<file path="src/rtl/seq_timer_pkg.sv">
// Shared definitions for the sequencing delay timer bank: channel modes,
// per-channel state encoding and mode normalisation.
package seq_timer_pkg;

    localparam int unsigned MODE_W = 2;

    localparam logic [MODE_W-1:0] MODE_LEVEL    = 2'b00;
    localparam logic [MODE_W-1:0] MODE_PULSE    = 2'b01;
    localparam logic [MODE_W-1:0] MODE_PERIODIC = 2'b10;

    typedef enum logic [1:0] {
        ST_IDLE = 2'b00,
        ST_RUN  = 2'b01,
        ST_DONE = 2'b10
    } ch_state_t;

    // The reserved encoding 2'b11 behaves as LEVEL.
    function automatic logic [MODE_W-1:0] norm_mode(input logic [MODE_W-1:0] mode);
        return (mode == 2'b11) ? MODE_LEVEL : mode;
    endfunction

endpackage

</file>
<file path="src/rtl/seq_dly_timer_ch.sv">
// One delay-timer channel: counts shared ticks after enable, then flags
// timeout as a held level, a single pulse, or a periodic pulse train.
module seq_dly_timer_ch
    import seq_timer_pkg::*;
#(
    parameter int unsigned CNT_W = 16
) (
    input  logic              clk_in,
    input  logic              iRst_n,
    input  logic              tick,
    input  logic              en,
    input  logic [MODE_W-1:0] mode,
    input  logic [CNT_W-1:0]  dly_time,
    output logic              timeout,
    output logic              busy,
    output logic [CNT_W-1:0]  count
);

    ch_state_t         state_q, state_d;
    logic [MODE_W-1:0] mode_q, mode_d, mode_act;
    logic [CNT_W-1:0]  count_d;
    logic              timeout_d;
    logic              busy_d;
    logic              step;

    always_ff @(posedge clk_in or negedge iRst_n) begin
        if (!iRst_n) begin
            state_q <= ST_IDLE;
            mode_q  <= MODE_LEVEL;
            count   <= '0;
            timeout <= 1'b0;
            busy    <= 1'b0;
        end else begin
            state_q <= state_d;
            mode_q  <= mode_d;
            count   <= count_d;
            timeout <= timeout_d;
            busy    <= busy_d;
        end
    end

    // Next state and registered outputs; disable overrides everything.
    always_comb begin
        state_d   = state_q;
        mode_d    = mode_q;
        count_d   = count;
        timeout_d = 1'b0;
        mode_act  = mode_q;
        step      = 1'b0;

        case (state_q)
            ST_IDLE: begin
                count_d = '0;
                if (en) begin
                    state_d  = ST_RUN;
                    mode_d   = norm_mode(mode);
                    mode_act = norm_mode(mode);
                    step     = tick;
                end
            end
            ST_RUN:  step = tick;
            ST_DONE: timeout_d = (mode_q != MODE_PULSE);
            default: state_d = ST_IDLE;
        endcase

        // Delay is compared live, so a lowered delay expires on the next tick.
        if (step) begin
            if (count < dly_time) begin
                count_d = count + CNT_W'(1);
            end else begin
                timeout_d = 1'b1;
                if (mode_act == MODE_PERIODIC) begin
                    count_d = '0;
                end else begin
                    state_d = ST_DONE;
                end
            end
        end

        if (!en) begin
            state_d   = ST_IDLE;
            count_d   = '0;
            timeout_d = 1'b0;
        end

        busy_d = (state_d == ST_RUN);
    end

endmodule

</file>
<file path="src/rtl/seq_dly_timer_bank.sv">
// Multi-channel delay timer bank for power/reset sequencing: one shared
// prescaler feeding NUM_CH independent delay channels.
module seq_dly_timer_bank
    import seq_timer_pkg::*;
#(
    parameter int unsigned NUM_CH   = 4,
    parameter int unsigned CNT_W    = 16,
    parameter int unsigned PRESCALE = 1
) (
    input  logic                     clk_in,
    input  logic                     iRst_n,
    input  logic [NUM_CH-1:0]        ch_en,
    input  logic [MODE_W*NUM_CH-1:0] ch_mode,
    input  logic [CNT_W*NUM_CH-1:0]  ch_dly_time,
    output logic [NUM_CH-1:0]        ch_timeout,
    output logic [NUM_CH-1:0]        ch_busy,
    output logic [CNT_W*NUM_CH-1:0]  ch_count,
    output logic                     tick
);

    localparam int unsigned     PS_W    = (PRESCALE > 1) ? $clog2(PRESCALE) : 1;
    localparam logic [PS_W-1:0] PS_LAST = PS_W'(PRESCALE - 1);

    logic [PS_W-1:0] ps_cnt, ps_nxt;

    always_comb begin
        ps_nxt = (ps_cnt == PS_LAST) ? '0 : ps_cnt + PS_W'(1);
    end

    // tick is registered so it reads PRESCALE-1 in the same cycle as ps_cnt.
    always_ff @(posedge clk_in or negedge iRst_n) begin
        if (!iRst_n) begin
            ps_cnt <= '0;
            tick   <= 1'b0;
        end else begin
            ps_cnt <= ps_nxt;
            tick   <= (ps_nxt == PS_LAST);
        end
    end

    for (genvar i = 0; i < NUM_CH; i++) begin : g_ch
        seq_dly_timer_ch #(
            .CNT_W (CNT_W)
        ) u_ch (
            .clk_in   (clk_in),
            .iRst_n   (iRst_n),
            .tick     (tick),
            .en       (ch_en[i]),
            .mode     (ch_mode[MODE_W*i +: MODE_W]),
            .dly_time (ch_dly_time[CNT_W*i +: CNT_W]),
            .timeout  (ch_timeout[i]),
            .busy     (ch_busy[i]),
            .count    (ch_count[CNT_W*i +: CNT_W])
        );
    end

endmodule
</file>
<file path="config.mk">
export PLATFORM = sky130hd
export DESIGN_NAME = seq_dly_timer_bank
export DESIGN_NICKNAME = d
export VERILOG_FILES = /design/src/rtl/seq_timer_pkg.sv /design/src/rtl/seq_dly_timer_ch.sv /design/src/rtl/seq_dly_timer_bank.sv
export SDC_FILE = /design/constraint.sdc
export NUM_CORES = 1
export LEC_CHECK = 0
export CAP_MARGIN = 5
export CORE_ASPECT_RATIO = 2
export CORE_MARGIN = 8
export CORE_UTILIZATION = 34
export DETAILED_ROUTE_END_ITERATION = 10
export GPL_TIMING_DRIVEN = 0
export PLACE_DENSITY_LB_ADDON = 0.2
export SLEW_MARGIN = 15
export SYNTH_ARGS = -nofsm -noshare
export SYNTH_HDL_FRONTEND = slang
export SYNTH_HIERARCHICAL = 1
export SYNTH_SLANG_ARGS = --single-unit
</file>
<file path="constraint.sdc">
create_clock -name clk_in -period 3.5 [get_ports clk_in]
set_clock_uncertainty 0.05 [all_clocks]
set_input_delay 0.7 -clock clk_in [delete_from_list [all_inputs] [get_ports clk_in]]
set_output_delay 0.7 -clock clk_in [all_outputs]
set_load 0.03 [all_outputs]
</file>
# Word-level counts from Yosys, hierarchy flattened
# Cells that the tools add are included.
word_totals:
  input_bits: 78
  out_inout_bits: 73
  regBits: 90
  elab_cells: 141
classes:
  bitwise: 1
  mux: 77
  add_sub_neg: 5
  reduce_logical: 8
  order_cmp: 4
  n_eq_ne: 24
op_table:
  columns: ["cell", "n"]
  rows:
  - ["2-to-1 mux 16 bit", 20]
  - ["adder 16 x 1 -> 16 bit, second input constant", 4]
  - ["< comparator 16 bit", 4]
  - ["2-to-1 mux 2 bit", 28]
  - ["equality test 2 bit, second input constant", 12]
  - ["2-to-1 mux 1 bit", 21]
  - ["equality test 2 x 1 -> 1 bit, second input constant", 8]
  - ["one-hot mux 2 bit (2 select lines)", 4]
  - ["zero test 2 bit", 4]
  - ["inequality test 2 x 1 -> 1 bit, second input constant", 4]
  - ["one-hot mux 1 bit (2 select lines)", 4]
  - ["OR reduction 2 bit", 4]
  - ["adder 1 bit, second input constant", 1]
  - ["inverter 1 bit", 1]

# Logic depth before layout (Yosys ltp)
depth:
  depth_word: 10
  ltp_mapped: 9
  ltp_nobuf: 8

# Cells and area by module
# Netlist, hierarchy kept.
modules_own_cells:
  columns: ["mod", "seq_area_each_um2", "n_inst", "cells_per_inst", "area_each_um2"]
  rows:
  - ["seq_dly_timer_ch", 550.5, 4, 240, 1939.4]
  - ["seq_dly_timer_bank", 25.0, 1, 2, 28.8]

# Least setup slack after synthesis
# OpenSTA, ideal clock, no wires.
synth_path:
  path_type: "input -> register"
  startpoint: "in ch_dly_time[2]"
  endpoint: "reg g_ch[0].u_ch.count[10]"
  arrival_time_ps: 2288
  setup_time_ps: 124
  n_path_buf: 1
  stages: 8
  path_slack_ps: 1039
  required_ps: 3326
  cell_sequence: "inv_1 ha_1 o311ai_1 nor4_4 o311a_4 buf_6 a211oi_2 nor3_2"
synth_via:
  elab_chain_cells: 4
synth_lines:
  columns: ["element", "line_no", "source"]
  rows:
  - ["start: declaration", "seq_dly_timer_bank.sv:14", "input logic [CNT_W*NUM_CH-1:0] ch_dly_time,"]
  - ["< comparator 16 bit", "seq_dly_timer_ch.sv:68", "if (count < dly_time) begin"]
  - ["2-to-1 mux 16 bit", "seq_dly_timer_ch.sv:68", null]
  - ["2-to-1 mux 16 bit", "seq_dly_timer_ch.sv:67", "if (step) begin"]
  - ["2-to-1 mux 16 bit", "seq_dly_timer_ch.sv:80", "if (!en) begin"]
  - ["net g_ch[0].u_ch.count_d[10]", "seq_dly_timer_ch.sv:21", "logic [CNT_W-1:0] count_d;"]
  - ["end signal: assignment", "seq_dly_timer_ch.sv:36", "count <= count_d;"]
  - ["end: declaration", "seq_dly_timer_ch.sv:16", "output logic [CNT_W-1:0] count"]
# The timed path passes the listed nets, and every way through them passes these cells.

# Worst setup path after layout
layout_path:
  startpoint: "in ch_dly_time[47]"
  endpoint: "reg g_ch[2].u_ch.busy"
layout_via:
  elab_chain_cells: 5
layout_lines:
  columns: ["element", "line_no", "source"]
  rows:
  - ["< comparator 16 bit", "seq_dly_timer_ch.sv:68", null]
  - ["2-to-1 mux 2 bit", "seq_dly_timer_ch.sv:68", null]
  - ["2-to-1 mux 2 bit", "seq_dly_timer_ch.sv:67", null]
  - ["2-to-1 mux 2 bit", "seq_dly_timer_ch.sv:80", null]
  - ["equality test 2 x 1 -> 1 bit", "seq_dly_timer_ch.sv:86", "busy_d = (state_d == ST_RUN);"]
  - ["net g_ch[2].u_ch.busy_d", "seq_dly_timer_ch.sv:23", "logic busy_d;"]
  - ["end signal: assignment", "seq_dly_timer_ch.sv:38", "busy <= busy_d;"]
  - ["end: declaration", "seq_dly_timer_ch.sv:15", "output logic busy,"]
# The timed path passes the listed nets, and every way through them passes these cells.

==> impl_results.md <==
* Status: finished, final reports clean
* Initial antenna violation count at 0
* Die W at 123 µm
* Worst-margin pin slew at 820 ps
* Die ar. at 28300 µm²
* Final core utilization at 43.8%
* Die span in y at 230 µm
* Worst Setup Start Kind: input pin
* Via/cell ratio at approximately 5.5
* Skew-Pair Late Insertion Delay at 340 ps
* Pin count of the biggest net entering global routing at 52
* Peak Freq at 0.324 GHz
* Number of DRC markers in iteration 0 at 339
* Yosys warning count at 6
* Post-Syn Area per Cell at 8.09 µm²
* Area contributors post-synth: dfrtp_1 (29%), ha_1 (10%), nand2_1 (9.4%)
* Count leader, synth: nand2_1
* Post-CTS setup buffer count at 0
* Ys async rst share at 100%
* Worst EP required at ~3600 ps
* RSZ-0062 raised after global routing: no
* Seq cells post-synth at 89
* Largest fanout on the critical path at 8
* PD cells at 348 nW/µm²
* Post_cts resized at 0
* Post-detail-place hpwl at between 15000 and 20000 µm
* Sequential element share of the synthesized area at 28.6%
* Cell Count, Final, Fillers Out at 1405
* CTS Sinks at 89
* Row count at 78
* Final Instance Area at slightly below 10000 µm²
* Vias in the first global route at roughly 7.9k
* P_leak at roughly 4.3 nW
* Io pins at 151
* DP Cell Count at 1389
* Synth Cell Area at 7790 µm²
* Area leader, netlist: dfrtp_1
* Nets@finish at 1262
* Top post-synthesis cells by count: nand2_1 (196), dfrtp_1 (89), inv_1 (72)
* Drt pass-1 iters at 5
* Worst VDD drop at ~0.28 mV
* Placement Cell Area at just under 10000 µm²
* Synthesized instance count at 962
* Antenna cells at 0
* Overall Power at ~3.4 mW
* Setup violations, final at 0
* Remaining global-route overflow at 0
* CTS root buffer: clkbuf_16
* Max Slew Vio Count at 0
* Fin Hold WS at 209 ps
* Synth top area share at 28.6%
* Post-layout minimum cycle time at a little over 3000 ps
* Max clock buf depth at 2
* Final Hold Viols at 0
* GRT Util Overall at 17.6%
* CTS H-tree lvls at 3
* Final Cycle Share at 88.2%
* Min-Delay Path Class: in -> async
* CTS Hold Bufs at 0
* Predominant post-synthesis flop cell: dfrtp_1
* Area Overhead vs Synth at 27.3%
* Setup Slack @ Placement at 46.4 ps
* DRC at 0
* Wire length per cell at 17.4 µm
* Max-cap violations at 0
* Worst reg-to-reg path cell count at 7
* Post-synth EDFFs at 0
* Routability cong. at 0.826
* Setup crit end kind: register
* Reg-to-reg slack, setup at between 700 and 800 ps
* Share of layout cells above drive strength 1 at between 8 and 9%
* Clock transition at path regs at 70 ps
* Clock buffer count from CTS at 9
* Worst Path Arrival at 3220 ps
* Max_slew headroom at 44.9%
* Initial Utilization at 34.4%
* Core ar. at 22600 µm²
* Post-Syn Nets at 1104
* Final worst setup slack at 412 ps
* Total vias in the final route at roughly 7.7k
* Yosys cell types at 55
* Crit Path Class: in -> reg
* PortBufs at 146
* First-pass GRT wire length at between 40000 and 50000 µm
* ANT nets after route at 0
* CTS tree: built
* # fillers at 2299
* Total Wirelength at 24500 µm
* TNS Setup at 0 ps
-- cell type report --
| cell class | count | area [µm²] | area share (%) |
|---|---|---|---|
| plain buffers | 40 | 205 | 2.07 |
| clock buffers | 12 | 256 | 2.59 |
| clock inverters | 4 | 27.5 | 0.278 |
| inverters | 76 | 285 | 2.88 |
| multi-input cells | 757 | 5070 | 51.1 |
| flip-flops and latches | 89 | 2230 | 22.5 |
| well taps | 280 | 350 | 3.53 |
| repair buffers | 147 | 1490 | 15.0 |
-- worst max-delay path, cell delays in order --
cell and delay [ps]:
clkdlybuf4s50_1 450, inv_1 40, ha_1 270, and4_1 290
nand2_1 70, o2bb2ai_1 560, nor3_2 210, a311oi_2 460
a211oi_1 170
-- power by group --
group          leakage (nW)  internal, mW  switching (mW)  total (mW)
combinational          2.96         0.504           0.692        1.20
clock                 0.131         0.521           0.441       0.962
sequential             1.17          1.12           0.169        1.29
total                  4.26          2.14            1.30        3.45
-- routing by layer --
metal / GRT usage (%) / vias up / share of wire [%]
met1: 19.0 / 3704 / 39
met3: 2.48 / 40 / 4.2
met4: 7.04 / 0 / 2.2
li1: - / 3798 / -
met5: 0 / - / 0
met2: 32.9 / 181 / 55
-- registers in the layout, summed over array words and instances (netlist names) --
signal / flops
g_ch.u_ch/busy: 4
g_ch.u_ch/count: 64
g_ch.u_ch/mode_q: 8
g_ch.u_ch/state_q: 8
g_ch.u_ch/timeout: 4
tick: 1
-- logic make-up after synthesis --
logic type / count (synthesis) / share of synthesized area (%)
compound gates: 232 / 22.4
fa+ha+maj: 64 / 10.3
other cells: 1 / 0.0482
buf+inv: 116 / 6.30
simple gates: 448 / 31.0
flops: 89 / 28.6
mux: 4 / 0.514
xor+xnor: 8 / 0.900
-- worst paths after layout --
path | end | startpoint
min reg2reg | g_ch[1].u_ch/mode_q[0] | g_ch[1].u_ch/mode_q[0]
max | g_ch[2].u_ch/busy | ch_dly_time[47]
min | g_ch[1].u_ch/count[10] | iRst_n
max in group asynchronous | g_ch[0].u_ch/mode_q[0] | iRst_n
max reg2reg | g_ch[2].u_ch/busy | g_ch[2].u_ch/count[9]
min in group clk_in | g_ch[1].u_ch/mode_q[0] | g_ch[1].u_ch/mode_q[0]
-- layout by cell type, fill, tap and decap left out, types with 5 or more instances in the layout --
cell type and n:
nor3_2 24, buf_6 5, clkdlybuf4s50_1 145, a211oi_2 8
buf_2 8, nor3_1 20, and2_1 12, clkbuf_1 21
dfrtp_1 89, o21a_1 12, nor4_1 16, a21oi_1 48
a211oi_1 40, ha_1 64, o21ai_1 24, nand4_1 16
o21ai_0 16, and3_1 20, clkbuf_16 9, nand3_1 36
nand2b_1 16, or2_2 8, a31oi_1 24, and4_1 12
nor2_1 32, a2111oi_0 12, inv_1 72, nand2_1 196
Note: power is estimated with default switching activity, not from simulation.
